--- src/rtl/fcr_host_pkg.sv ---
// Shared command definitions for the FCR host/controller pair: opcode
// constants, the layout of a command word and the echo-check helper.
package fcr_host_pkg;

    localparam int CMD_W    = 32;
    localparam int ERR_BIT  = 31;   // responder sets this bit to flag an error
    localparam int ECHO_MSB = 30;   // response echoes the opcode in [30:16]
    localparam int ECHO_LSB = 16;

    localparam logic [15:0] OP_NOP    = 16'h0000;
    localparam logic [15:0] OP_RESET  = 16'h0001;
    localparam logic [15:0] OP_STATUS = 16'h0002;
    localparam logic [15:0] OP_RD_REG = 16'h0005;
    localparam logic [15:0] OP_WR_REG = 16'h0006;

    typedef struct packed {
        logic [15:0] opcode;
        logic [15:0] arg;
    } fcr_cmd_t;

    // True when the echoed opcode field of a response does not match the command.
    function automatic logic echo_mismatch(input logic [CMD_W-1:0] cmd,
                                           input logic [CMD_W-1:0] rsp);
        return cmd[ECHO_MSB:ECHO_LSB] != rsp[ECHO_MSB:ECHO_LSB];
    endfunction

endpackage

--- src/rtl/fcr_tmo.sv ---
// Transaction timeout counter: cleared when a command is accepted, counts
// while the host is writing the command or waiting for the response.
module fcr_tmo #(
    parameter logic [15:0] TMO_CYCLES = 16'd4096
) (
    input  logic clk,
    input  logic rst,
    input  logic i_clr,
    input  logic i_en,
    output logic o_expired
);

    logic [15:0] r_cnt;

    // Count enabled cycles since the last clear.
    // NOTE: sequential state uses <= so every register samples pre-edge values.
    always_ff @(posedge clk) begin
        if (rst || i_clr) begin
            r_cnt <= '0;
        end else if (i_en) begin
            r_cnt <= r_cnt + 16'd1;
        end
    end

    assign o_expired = i_en && (r_cnt == TMO_CYCLES - 16'd1);

endmodule

--- src/rtl/fcr_host.sv ---
// FCR host: issues one command word into the command FIFO, waits for the
// matching response word, checks it, and reports the result with a one-cycle
// done pulse. Stale responses found while idle are drained and counted.
module fcr_host
    import fcr_host_pkg::*;
#(
    parameter logic [15:0] TMO_CYCLES = 16'd4096
) (
    input  logic        clk,
    input  logic        rst,
    input  logic        req,
    input  logic [31:0] req_cmd,
    output logic        req_ready,
    output logic        done,
    output logic [31:0] done_rsp,
    output logic        done_err,
    output logic        done_mismatch,
    output logic        done_tmo,
    output logic [31:0] cmd_wrdata,
    output logic        cmd_wrreq,
    input  logic        cmd_waitreq,
    input  logic [31:0] rsp_rddata,
    output logic        rsp_rdreq,
    input  logic        rsp_waitreq,
    output logic [7:0]  flush_cnt
);

    typedef enum logic [2:0] {
        S_IDLE,
        S_FLUSH,
        S_WR_CMD,
        S_WAIT_RSP,
        S_RD_RSP,
        S_DONE
    } state_t;

    state_t      r_state;
    state_t      w_next;
    fcr_cmd_t    r_cmd;
    logic [31:0] r_rsp;
    logic        r_tmo;
    logic [7:0]  r_flush_cnt;

    logic        w_accept;
    logic        w_wrreq;
    logic        w_tmo_en;
    logic        w_tmo_hit;

    // A stale response (rsp_waitreq low) blocks acceptance so it gets flushed first.
    assign w_accept = (r_state == S_IDLE) && rsp_waitreq && req;
    assign w_wrreq  = (r_state == S_WR_CMD) && !cmd_waitreq;
    assign w_tmo_en = (r_state == S_WR_CMD) || (r_state == S_WAIT_RSP);

    fcr_tmo #(
        .TMO_CYCLES (TMO_CYCLES)
    ) u_tmo (
        .clk       (clk),
        .rst       (rst),
        .i_clr     (w_accept),
        .i_en      (w_tmo_en),
        .o_expired (w_tmo_hit)
    );

    // State register.
    always_ff @(posedge clk) begin
        if (rst) begin
            r_state <= S_IDLE;
        end else begin
            r_state <= w_next;
        end
    end

    // Next-state decode; timeout outranks a write or response in the same cycle.
    always_comb begin
        w_next = r_state;
        case (r_state)
            S_IDLE: begin
                if (!rsp_waitreq) begin
                    w_next = S_FLUSH;
                end else if (req) begin
                    w_next = S_WR_CMD;
                end
            end
            S_FLUSH:    w_next = S_IDLE;
            S_WR_CMD: begin
                if (w_tmo_hit) begin
                    w_next = S_DONE;
                end else if (w_wrreq) begin
                    w_next = S_WAIT_RSP;
                end
            end
            S_WAIT_RSP: begin
                if (w_tmo_hit) begin
                    w_next = S_DONE;
                end else if (!rsp_waitreq) begin
                    w_next = S_RD_RSP;
                end
            end
            S_RD_RSP:   w_next = S_DONE;
            S_DONE:     w_next = S_IDLE;
            default:    w_next = S_IDLE;
        endcase
    end

    // Output decode; everything is forced low while rst is held.
    // NOTE: every output gets a default before the case, so no latch is inferred.
    always_comb begin
        req_ready     = 1'b0;
        done          = 1'b0;
        done_rsp      = '0;
        done_err      = 1'b0;
        done_mismatch = 1'b0;
        done_tmo      = 1'b0;
        cmd_wrreq     = 1'b0;
        cmd_wrdata    = '0;
        rsp_rdreq     = 1'b0;
        if (!rst) begin
            cmd_wrdata = r_cmd;
            case (r_state)
                S_IDLE:   req_ready = rsp_waitreq;
                S_FLUSH:  rsp_rdreq = 1'b1;
                S_WR_CMD: cmd_wrreq = w_wrreq;
                S_RD_RSP: rsp_rdreq = 1'b1;
                S_DONE: begin
                    done     = 1'b1;
                    done_tmo = r_tmo;
                    if (!r_tmo) begin
                        done_rsp      = r_rsp;
                        done_err      = r_rsp[ERR_BIT];
                        done_mismatch = echo_mismatch(r_cmd, r_rsp);
                    end
                end
                default: ;
            endcase
        end
    end

    // Command/response capture, timeout flag and the flush counter.
    // NOTE: the data registers are reset too, so cmd_wrdata and done_rsp read 0 after reset.
    always_ff @(posedge clk) begin
        if (rst) begin
            r_cmd       <= '0;
            r_rsp       <= '0;
            r_tmo       <= 1'b0;
            r_flush_cnt <= '0;
        end else begin
            if (w_accept) begin
                r_cmd <= req_cmd;
                r_tmo <= 1'b0;
            end
            if (r_state == S_RD_RSP) begin
                r_rsp <= rsp_rddata;
            end
            if (w_tmo_hit) begin
                r_tmo <= 1'b1;
                r_rsp <= '0;
            end
            if (r_state == S_FLUSH && r_flush_cnt != 8'hFF) begin
                r_flush_cnt <= r_flush_cnt + 8'd1;
            end
        end
    end

    assign flush_cnt = r_flush_cnt;

endmodule

--- config.mk ---
export PLATFORM = sky130hd
export DESIGN_NAME = fcr_host
export DESIGN_NICKNAME = d
export VERILOG_FILES = /design/src/rtl/fcr_host_pkg.sv /design/src/rtl/fcr_tmo.sv /design/src/rtl/fcr_host.sv
export SDC_FILE = /design/constraint.sdc
export NUM_CORES = 1
export LEC_CHECK = 0
export BUFFER_PORTS_ARGS = -buffer_cell sky130_fd_sc_hd__buf_2
export CORE_AREA = 10 10 130 132
export CTS_BUF_LIST = sky130_fd_sc_hd__clkbuf_8
export DETAILED_ROUTE_END_ITERATION = 10
export DIE_AREA = 0 0 140 142
export PLACE_DENSITY_LB_ADDON = 0.3
export SETUP_SLACK_MARGIN = 0.15
export SLEW_MARGIN = 20
export SYNTH_ARGS = -nofsm -noshare
export SYNTH_HDL_FRONTEND = slang
export SYNTH_SLANG_ARGS = --single-unit
--- constraint.sdc ---
create_clock -name clk -period 2.5 [get_ports clk]
set_input_delay 0.25 -clock clk [delete_from_list [all_inputs] [get_ports clk]]
set_output_delay 0.25 -clock clk [all_outputs]
set_load 0.005 [all_outputs]
==> qor.yml, run 1 <==
status: "completed"
synth_seq_area_share_pct: 43.9
cts_buffers: 9
syn2layout_area_growth_pct: 26.8
crit_required_ns: 2.25
synth_area_per_cell_um2: 7.81
fp.dieH_um: 142
cap_violations: 0
maxSlewHeadroom_pct: 49.8
critPathLaunchType: "flip-flop"
worst_pin_slew_ns: 0.746
finClkSkew_ns: 0.00774
ys_types: 41
rr_startpoint: "u_tmo.r_cnt[0]$_SDFFE_PP0P_"
fin_crit_sh_pct: 84.6
wirelength_um: 12100
r2r_end: "u_tmo.r_cnt[14]$_SDFFE_PP0P_"
grt_max_degree: 67
async_reset_ff_share_pct: 0
ys_seq_elements: 92
htreeDepth: 3
clockPowerShare_pct: 36.4
setup_tns_ns: 0
antenna_cells: 0
finalSetupViolCount: 0
power_density_nw_per_um2: 567
whs_endpoint: "r_cmd[19]$_SDFFE_PP0P_"
synth-edff-count: 0
die_w_um: 140
min_period_ns: 2.11
firstDrtPassIters: 4
dp.final_hpwl_um: 9010
rsz0062_at_grt: "false"
p_int_mw: 2.25
clk-insertion-delay-late_ns: 0.36
ant_nets: 0
vias_per_cell: 4.61
slew_violations: 0
layout-drive-gt1-share_pct: 27.4
synth_nets: 608
pwr-share-seq_pct: 52.2
rows: 44
wl_per_cell_um: 14.1
ys_warn_count: 0
crit_path_max_fanout: 33
grt_pass1_wl_um: 19600
gp_congestion: 0.794
cts_tree: "done"
grt_use_total_pct: 11.8
grt_pass1_vias: 4017
fmax_mhz: 473
ios: 148
cts_max_path_buffers: 2
ys.flop_type: "dfxtp_1"
syn_inst: 537
p_sw_uw: 769
grt-ovfl-total: 0
finalHoldViolations: 0
cts.clk_slew.worst_paths_ns: 0.09
drt_iter0_markers: 140
numClockSinks: 92
min_path_cells: 3
start_util_pct: 29.3
min-delay-start: "req_cmd[19]"
vias: 3959
dieArea_um2: 19900
coreArea_um2: 14300
portBuffers: 147
critPathArrivalTime_ns: 1.86
path_class: "flip-flop to output port"
reg2reg_depth: 5
fin_nets: 741
power_leakage_nw: 2.29
regToRegSetupSlack_ns: 0.50
final_util_pct: 37.2
antenna_found_initial: 0
switching_share_pct: 25.5
peakVddDrop_mv: 0.284
netlist_area_um2: 4190
crit_path_end_kind: "output port"
root_buffer: "clkbuf_8"
power_frac_comb_pct: 11.4
hold_path_class: "input port to flip-flop"
drcViolationCount: 0
flip-flops by register name (all words and copies together), names as in the netlist:
signal       count
u_tmo.r_cnt     16
r_rsp           32
flush_cnt        8
r_tmo            1
r_state          3
r_cmd           32
what timing repair did:
item                                   in CTS  in global routing
setup endpoints to repair                   0                 34
endpoints found under the hold margin       0                  0
hold buffers                                0                  0
resized for setup                           0                  3
setup buffers                               0                  0
metal layers:
metal / wire length, um / track usage, %
met5: 0 / 0
met4: 132 / 4.35
met3: 1170 / 5.41
met2: 5490 / 18.6
met1: 5310 / 13.8
critical path, cell delays in order (launching register included):
cell	delay (ns)
dfxtp_2	0.40
nor2_1	0.14
and3_1	0.21
nor2b_2	0.14
buf_4	0.29
o31a_1	0.20
buf_2	0.11
area by class of cell:
type                            count  area (um^2)
Clock buffer                       13          179
Sequential cell                    92         1850
Multi-Input combinational cell    406         2200
Fill cell                        1538         8990
Tap cell                          184          230
Clock inverter                      3         42.5
Timing Repair Buffer              157          811
Inverter                            4         15.0
worst max-delay path by stage:
stage                                           start                           end  slack (ns)  cells after the start
after floorplan           u_tmo.r_cnt[0]$_SDFFE_PP0P_  u_tmo.r_cnt[14]$_SDFFE_PP0P_        0.67                      5
after global placement        r_state[1]$_SDFFE_PP0P_  u_tmo.r_cnt[14]$_SDFFE_PP0P_        0.53                      4
after detailed placement  u_tmo.r_cnt[0]$_SDFFE_PP0P_  u_tmo.r_cnt[14]$_SDFFE_PP0P_        0.50                      5
after CTS                     r_state[1]$_SDFFE_PP0P_                  done_rsp[30]        0.22                      6
after global routing          r_state[1]$_SDFFE_PP0P_                 done_mismatch        0.16                      6
final                         r_state[1]$_SDFFE_PP0P_                 done_mismatch        0.39                      6
logic make-up after synthesis:
group | count (synthesis) | synth area share [%]
flops | 92 | 43.9
mux | 5 | 1.22
xor+xnor | 29 | 6.06
fa+ha+maj | 2 | 0.597
simple gates | 280 | 32.8
compound gates | 90 | 11.6
buf+inv | 39 | 3.76
layout by cell type, fill, tap and decap left out, types with 4 or more instances in the layout:
master and instances:
a21oi_1 72, xnor2_1 18, nor3_1 6, mux2i_1 4, nor2_1 23, nand2_1 139, xor2_1 11, and3_1 6
inv_1 4, dfxtp_1 89, nand3_1 6, o21ai_0 4, buf_2 147, nor2b_1 35, clkbuf_8 13, and2_1 36
buf_4 10, nand4_1 10, nor4_1 4
power groups by stage:
stage               Combinational, mW  Clock [mW]  Sequential, mW
finish                          0.344        1.10            1.57
detailed placement              0.349           0            1.61
global placement                0.342           0            1.60
CTS                             0.351        1.15            1.57
floorplan                       0.232           0            1.58
global route                    0.394        1.20            1.58
metrics by stage:
stage,setup slack [ns],area (um^2),hold slack (ns),total power [mW],cells
after global routing,0.164,5320,0.0952,3.18,859
after CTS,0.224,5320,0.0835,3.07,859
after detailed placement,0.503,5090,0.444,1.95,843
after floorplan,0.665,4190,0.385,1.81,537
final,0.385,5320,0.113,3.01,859
after global placement,0.532,5090,0.437,1.94,843
Yosys cell counts (all sizes together), types with 10 or more instances:
cell	number	area [um^2]
nand2	139	522
buf	13	60.1
dfxtp	92	1840
nor2b	36	225
xnor2	18	158
clkbuf	22	82.6
a21oi	72	360
xor2	11	96.3
nand4	10	62.6
and2	36	225
nor2	23	86.3
Note: power is estimated with default switching activity, not from simulation.
==> inputs of run 2 (changes only) <==
Clock period 2.5 ns to 1.8 ns, I/O delays scaled along.
==> qor.yml, run 2 (same netlist as run 1, synthesis figures left out) <==
status: "complete, but fails checks"
violations: "negative setup slack"
setup_tns_ns: -2.12
numClockSinks: 92
coreArea_um2: 14300
cts_tree: "done"
min_path_cells: 3
finalSetupViolCount: 59
cts_max_path_buffers: 2
final_cell_mix: "buf_2 (128), nand2_1 (125), dfxtp_1 (84)"
drcViolationCount: 0
fmax_mhz: 523
rows: 44
multi_input_comb_area_um2: 2570
path_class: "flip-flop to output port"
grt_max_degree: 84
regToRegSetupSlack_ns: -0.04
gp_congestion: 0.834
reg2reg_depth: 6
grt_pass1_wl_um: 20900
cap_violations: 0
switching_share_pct: 27.8
placed_area_um2: 5250
stdcell_area_um2: 6360
peakVddDrop_mv: 0.403
cts.clk_slew.worst_paths_ns: 0.09
path_cells: "nor2_4, and3_4, nor2b_4, buf_12, clkbuf_16, and2_4, buf_6"
rsz0062_at_grt: "true"
crit_required_ns: 1.62
wirelength_um: 15100
ant_nets: 0
worst_hold_slack_ns: 0.0284
vias: 4211
worst_pin_slew_ns: 0.556
place_ws_ns: 0.0284
grt_use_total_pct: 12.9
crit_path_end_kind: "output port"
min_period_ns: 1.91
layoutNonFillerInstCount: 898
p_int_mw: 3.17
min-delay-start: "req_cmd[9]"
power_leakage_nw: 2.64
ios: 148
power_mw: 4.39
die_w_um: 140
whs_endpoint: "r_cmd[9]$_SDFFE_PP0P_"
rr_startpoint: "r_state[2]$_SDFFE_PP0P_"
r2r_end: "u_tmo.r_cnt[14]$_SDFFE_PP0P_"
critPathArrivalTime_ns: 1.73
hold_path_class: "input port to flip-flop"
power_density_nw_per_um2: 689
seq_area_um2: 1860
cts_hold_buf: 0
start_util_pct: 29.3
firstDrtPassIters: 4
syn2layout_area_growth_pct: 51.8
vias_per_cell: 4.69
drt_iter0_markers: 252
portBuffers: 147
final_common_cell: "buf_2"
grt-ovfl-total: 0
slew_violations: 0
grt_pass1_vias: 4048
pwr-share-seq_pct: 49.6
clk-insertion-delay-late_ns: 0.38
clockPowerShare_pct: 32.9
root_buffer: "clkbuf_8"
finalHoldViolations: 0
setup_slack_ns: -0.111
dp.final_hpwl_um: 9650
dp.cells: 851
antenna_found_initial: 1
dieArea_um2: 19900
cts_buffers: 9
final_util_pct: 44.5
fin_nets: 779
fin_crit_sh_pct: 106
power_frac_comb_pct: 17.5
p_sw_mw: 1.22
cp_slowest_cell: "dfxtp_4"
critPathLaunchType: "flip-flop"
crit_path_max_fanout: 8
htreeDepth: 3
fill_cells: 1427
layout-drive-gt1-share_pct: 43.6
fp.dieH_um: 142
wl_per_cell_um: 16.8
critical-path-max-stage-delay_ns: 0.37
finClkSkew_ns: 0.0121
maxSlewHeadroom_pct: 62.6
top_regs: "r_cmd: 32 flops, r_rsp: 32 flops, u_tmo.r_cnt: 16 flops"
-- run 2: cell types whose count changed in the layout (fill, tap and decap cells not counted), moves of 9 or more --
cell     before  now
and2_4        0   19
nand2_2       0   14
buf_6         0   33
buf_2       147  128
a21oi_1      72   41
and2_1       36   17
nand2_1     139  125
nor2_1       23   14
a21oi_2       0   31
-- run 2: power by group through the flow --
stage	Clock [mW]	Sequential, mW	Combinational (mW)
2_1_floorplan	0	2.20	0.323
3_3_place_gp	0	2.22	0.531
3_5_place_dp	0	2.22	0.544
4_1_cts	1.50	2.17	0.576
5_1_grt	1.60	2.19	0.841
6_report	1.44	2.18	0.766
-- run 2: repair_timing --
| item | in CTS | in global routing |
|---|---|---|
| gates resized for setup | 14 | 133 |
| buffers inserted | 7 | 15 |
| gates cloned | 1 | 7 |
| setup endpoints to repair | 81 | 125 |
| pin swaps | 4 | 35 |
-- run 2: routing by layer --
metal | track usage, % | up-vias | routed length, um
li1 | - | 2109 | -
met4 | 5.71 | 0 | 332
met1 | 15.0 | 1967 | 6250
met2 | 21.2 | 115 | 7500
met3 | 4.17 | 20 | 971
met5 | 0 | - | 0
-- run 2: how the worst max path moves through the flow --
stage / from / cells past startpoint / endpoint
6_report: r_state[1]$_SDFFE_PP0P_ / 7 / done_rsp[7]
5_1_grt: r_rsp[27]$_SDFFE_PP0N_ / 5 / done_mismatch
4_1_cts: r_rsp[28]$_SDFFE_PP0N_ / 5 / done_mismatch
3_5_place_dp: u_tmo.r_cnt[0]$_SDFFE_PP0P_ / 5 / u_tmo.r_cnt[14]$_SDFFE_PP0P_
3_3_place_gp: u_tmo.r_cnt[1]$_SDFFE_PP0P_ / 5 / u_tmo.r_cnt[14]$_SDFFE_PP0P_
2_1_floorplan: u_tmo.r_cnt[0]$_SDFFE_PP0P_ / 5 / u_tmo.r_cnt[14]$_SDFFE_PP0P_
-- run 2: cell type report --
type | count | share of cell area (%)
diodes | 1 | 0.0393
clock buffers | 10 | 2.16
clock inverters | 6 | 0.983
inverters | 4 | 0.236
multi-input cells | 406 | 40.4
flip-flops and latches | 92 | 29.2
well taps | 184 | 3.62
repair buffers | 195 | 23.3
-- run 2: critical path: cells and delay by family, from the launching register on --
family | cells | cell delay [ns]
buffers and inverters | 3 | 0.38
flip-flops | 1 | 0.37
AND/OR/NAND/NOR | 4 | 0.61
